## src/rtl/divider_seq_led.sv

```systemverilog
// divider_seq_led: 16-bit restoring sequential divider with 4-digit hex 7-seg encoder (LED_ACTIVE_LOW_EN inverts segments)
module divider_seq_led #(
    parameter int WIDTH = 16
) (
    input  logic        clk,
    input  logic        rst,
    input  logic        start,
    output logic        done,
    input  logic [15:0] a,
    input  logic [15:0] b,
    output logic [15:0] y,
    output logic [15:0] remainder,
    output logic [6:0]  out1,
    output logic [6:0]  out2,
    output logic [6:0]  out3,
    output logic [6:0]  out4
);
    typedef enum logic [1:0] {IDLE, BUSY, DONE} state_t;
    state_t state, nstate;
    logic [WIDTH-1:0] aq, bq, r, q, r_n;
    logic [WIDTH:0] r_sh;
    logic [4:0] cnt;
    logic ge, last, go;
    always_ff @(posedge clk)
        if (rst) state <= IDLE;
        else state <= nstate;
    always_comb begin
        go = state != BUSY && start;
        last = cnt == 5'd15;
        r_sh = {r, aq[WIDTH-1]};
        ge = r_sh >= {1'b0, bq};
        r_n = ge ? 16'(r_sh - {1'b0, bq}) : r_sh[WIDTH-1:0];
        nstate = go ? BUSY : (state == BUSY && last) ? DONE : state;
    end
    always_ff @(posedge clk)
        if (rst) begin
            aq <= '0;
            bq <= '0;
            r <= '0;
            q <= '0;
            cnt <= '0;
            y <= '0;
            remainder <= '0;
            done <= 1'b0;
        end else if (go) begin
            aq <= a;
            bq <= b;
            r <= '0;
            q <= '0;
            cnt <= '0;
            done <= 1'b0;
        end else if (state == BUSY) begin
            aq <= aq << 1;
            r <= r_n;
            q <= {q[WIDTH-2:0], ge};
            cnt <= cnt + 5'd1;
            if (last) begin
                y <= {q[WIDTH-2:0], ge};
                remainder <= r_n;
                done <= 1'b1;
            end
        end
    function automatic logic [6:0] seg(input logic [3:0] d);
        logic [6:0] v;
        case (d)
            4'h0: v = 7'h3F;
            4'h1: v = 7'h06;
            4'h2: v = 7'h5B;
            4'h3: v = 7'h4F;
            4'h4: v = 7'h66;
            4'h5: v = 7'h6D;
            4'h6: v = 7'h7D;
            4'h7: v = 7'h07;
            4'h8: v = 7'h7F;
            4'h9: v = 7'h6F;
            4'hA: v = 7'h77;
            4'hB: v = 7'h7C;
            4'hC: v = 7'h39;
            4'hD: v = 7'h5E;
            4'hE: v = 7'h79;
            default: v = 7'h71;
        endcase
`ifdef LED_ACTIVE_LOW_EN
        return ~v;
`else
        return v;
`endif
    endfunction
    assign out1 = seg(y[3:0]);
    assign out2 = seg(y[7:4]);
    assign out3 = seg(y[11:8]);
    assign out4 = seg(y[15:12]);
endmodule

```

## config.mk

```make
export PLATFORM = sky130hd
export DESIGN_NAME = divider_seq_led
export DESIGN_NICKNAME = d
export VERILOG_FILES = /design/src/rtl/divider_seq_led.sv
export SDC_FILE = /design/constraint.sdc
export NUM_CORES = 1
export LEC_CHECK = 0
export CAP_MARGIN = 20
export CORE_ASPECT_RATIO = 1.1
export CORE_MARGIN = 2
export CORE_UTILIZATION = 45
export CTS_CLUSTER_SIZE = 30
export DETAILED_ROUTE_END_ITERATION = 6
export GPL_TIMING_DRIVEN = 1
export PLACE_DENSITY = 0.75
export REMOVE_ABC_BUFFERS = 1
export SYNTH_ARGS = -nofsm -noshare
export SYNTH_HDL_FRONTEND = slang
export SYNTH_SLANG_ARGS = --single-unit
```

## constraint.sdc

```tcl
create_clock -name clk -period 6.35 [get_ports clk]
set_input_delay 1.27 -clock clk [delete_from_list [all_inputs] [get_ports clk]]
set_output_delay 1.27 -clock clk [all_outputs]
set_load 0.01 [all_outputs]
```

==> results.md <==
- Clk pwr share: 0.424
- Top post-synthesis cells by area: dfxtp_1 (40%), ha_1 (8.7%), a21oi_1 (6.2%)
- Arr. time, crit path: between 3 and 4 ns
- Adder-Cell Fraction of Synth Area: 0.0904
- Die height: roughly 130 µm
- Ys async rst share: 0
- Final period utilization: 0.505
- Type of the most critical hold path: reg -> reg
- Initial detailed-routing violation count: roughly 300
- Final setup fails: 0
- Sw frac: 0.276
- Slew Viols, Final: 0
- Most common cell in the netlist: dfxtp_1
- Most common library cells after synthesis: dfxtp_1 (130), nand2_1 (105), a21oi_1 (82)
- GRT Total Usage: 0.189
- Reg power frac: 0.393
- Power Dens Cells: about 270 mW/mm²
- Register area share after synthesis: 0.395
- Die width: ~120 µm
- GP Congestion: about 0.9
- CTS resizes: 0
- First-pass GRT wire length: 24.1 mm
- Largest family of logic cells by synthesized area: compound AO/OA/AOI/OAI gates
- Max-cap violations: 0
- Hold_buf cts: 0
- Lkg Pwr: about 3.2 nW
- Via Count: between 5k and 6k
- Fin crit period: 3.21 ns
- Crit path launch type: flop
- Final #Nets: about 920
- Antenna-violating nets left: 0
- Post-synthesis mux area share: 0.0792
- Vias in the first global route: 5136
- Top sig layer: met4
- Number of post-CTS setup repair buffers: 0
- Synthesized area per cell: between 8 and 9 µm²
- Outcome: finished clean
- Row cnt: 46
- Critical Path End Type: flop
- CTS tree: yes
- Post-Syn Area: 0.00659 mm²
- PortBufs: between 90 and 100
- Clk_lat worst skew: between 0.4 and 0.5 ns
- Final std cells w/o fill: roughly 1.0k
- Transition time of the tightest slew-check pin: a little over 1 ns
- M1 WL: ~6.6 mm
- WL final: ~14 mm
- DP HPWL: just over 10 mm
- Clock sink total: 130
- Finished Cell Area: just over 0.008 mm²
- Synth top area share: 0.395
- Initial antenna violation count: 0
- CTS buffer count: 17
- DRC: 0
- Compound-gate portion of the synthesized area: 0.199
- Aggregate global routing overflow: 0
- Synth Area in Simple Gates: 0.170
- Wire per inst: between 10 and 15 µm
- Pin count of the biggest net entering global routing: 57
- Synth-to-Final Area Change: 24.1%
- Met2 WL post-DR: roughly 6.7 mm
- Clk buf depth: 2
- Slew HR: 0.310
- Peak VDD IR: a little over 0.2 mV
- # diodes: 0
- Drt first pass iters: 4
- CTS clk-pin slew, worst paths: ~0.060 ns
- Via-to-Cell Ratio: roughly 5.3
- Total Power Consumption: ~2.2 mW
- Met3 WL: ~760 µm
- Final hold vios: 0
- Area after DPL: 0.00761 mm²
- Ys flop type: dfxtp_1
- Final clock skew: ~0.0054 ns
- Root Buffer: clkbuf_16
- Cells after Synth: between 700 and 800
- Area of the core: roughly 0.014 mm²
- Power Internal: roughly 1.6 mW
- Crit-path max FO: 48
- Setup TNS: 0 ns
- Level count of the clock H-tree: 4
- Setup CP Type: reg -> reg
- DIE AREA: approximately 0.016 mm²
- Initial Utilization: 0.458
- RSZ-0062 raised after global routing: no
- Worst path required time: 6.71 ns
- Combinational share of power: 0.183
- DP Cell Count: 1014
- YS warnings: 0
- WHS: around 0.45 ns
- Synth Register Bits: 130
- Layout cells sized above 1: 0.0845
- Yosys cell types: 70
- F_max: 312 MHz
- I/O pin total: 96
- Yosys top cell by area: dfxtp_1
- Number of synthesized flops with an enable pin: 0
- Switching power: between 0.6 and 0.7 mW
- Post-synthesis xor/xnor area fraction: 0.0146
==> critical path, stage by stage, from the launching register on <==
cell and delay [ns]:
dfxtp_1 0.32, and2b_4 0.62, and2_1 0.35, buf_4 0.35
nand2_1 0.14, a21oi_1 0.31, inv_1 0.18, ha_1 0.30
inv_1 0.04, mux4_2 0.44, inv_1 0.07
==> cell usage in the layout (no fill, tap or decap), drive strengths merged, types with 2 or more instances in the layout <==
master | netlist | routed
nor2 | 78 | 78
a21boi | 2 | 2
or3 | 2 | 2
mux2 | 6 | 6
clkinvlp | 0 | 2
nand2 | 106 | 106
xor2 | 7 | 7
xnor2 | 4 | 4
nor2b | 4 | 4
nor3 | 19 | 19
a21o | 6 | 6
clkbuf | 29 | 19
o2111ai | 3 | 3
and2b | 2 | 2
buf | 14 | 4
or2 | 8 | 8
and3 | 5 | 5
a22oi | 2 | 2
inv | 41 | 42
nand3 | 6 | 6
a211oi | 32 | 32
o22a | 2 | 2
clkdlybuf4s50 | 0 | 94
nand2b | 6 | 6
nor3b | 3 | 3
clkinv | 1 | 7
mux4 | 2 | 2
o31ai | 4 | 4
bufinv | 0 | 2
ha | 46 | 46
nand4 | 2 | 2
a21oi | 82 | 82
o21a | 5 | 5
and2 | 3 | 3
a31oi | 11 | 11
a311oi | 2 | 2
o21ai | 32 | 32
o211ai | 6 | 6
dfxtp | 130 | 130
mux2i | 38 | 38
==> stage by stage <==
stage | setup WS, ns | util
after floorplan | 3.27 | -
after global placement | 2.75 | 0.529
after detailed placement | 2.73 | 0.529
after CTS | 3.16 | 0.568
after global routing | 2.94 | 0.568
final | 3.14 | 0.568
==> sequential cells by signal, summed over array words and instances, names as in the netlist <==
register,cells
aq,16
y,16
out4,7
remainder,16
q,15
bq,16
r,16
state,2
out1,7
out2,7
out3,7
cnt,5
==> metal layers <==
layer	up-vias	track usage
met5	-	0
met4	0	0.0775
met3	27	0.0551
met2	136	0.306
met1	2521	0.239
li1	2799	-
==> path summary, 6_finish.rpt <==
| check | start | end | slack (ns) | cells after the start |
|---|---|---|---|---|
| setup reg to reg | state[1] | out3[3] | 3.14 | 10 |
| hold / removal | bq[14] | bq[14] | 0.45 | 2 |
| hold reg to reg | bq[14] | bq[14] | 0.45 | 2 |
| setup / recovery | state[1] | out3[3] | 3.14 | 10 |
==> area by class of cell <==
class	instances	area, µm²
clock buffers	19	443
clock inverters	11	114
fillers	1314	6220
inverters	42	158
multi-input cells	552	3640
flip-flops and latches	130	2600
well taps	192	240
repair buffers	98	968
==> cell families after synthesis <==
family / count (synthesis)
fa+ha+maj: 47
flops: 130
compound gates: 199
xor+xnor: 11
mux: 46
buf+inv: 85
simple gates: 249
==> power groups by stage <==
stage          Sequential [mW]  Clock [mW]  Combinational, mW
2_1_floorplan            0.871           0              0.296
3_3_place_gp             0.877           0              0.393
3_5_place_dp             0.877           0              0.395
4_1_cts                  0.860       0.946              0.400
5_1_grt                  0.863       0.979              0.443
6_report                 0.860       0.929              0.400
Power figures use the tool's default switching activity.
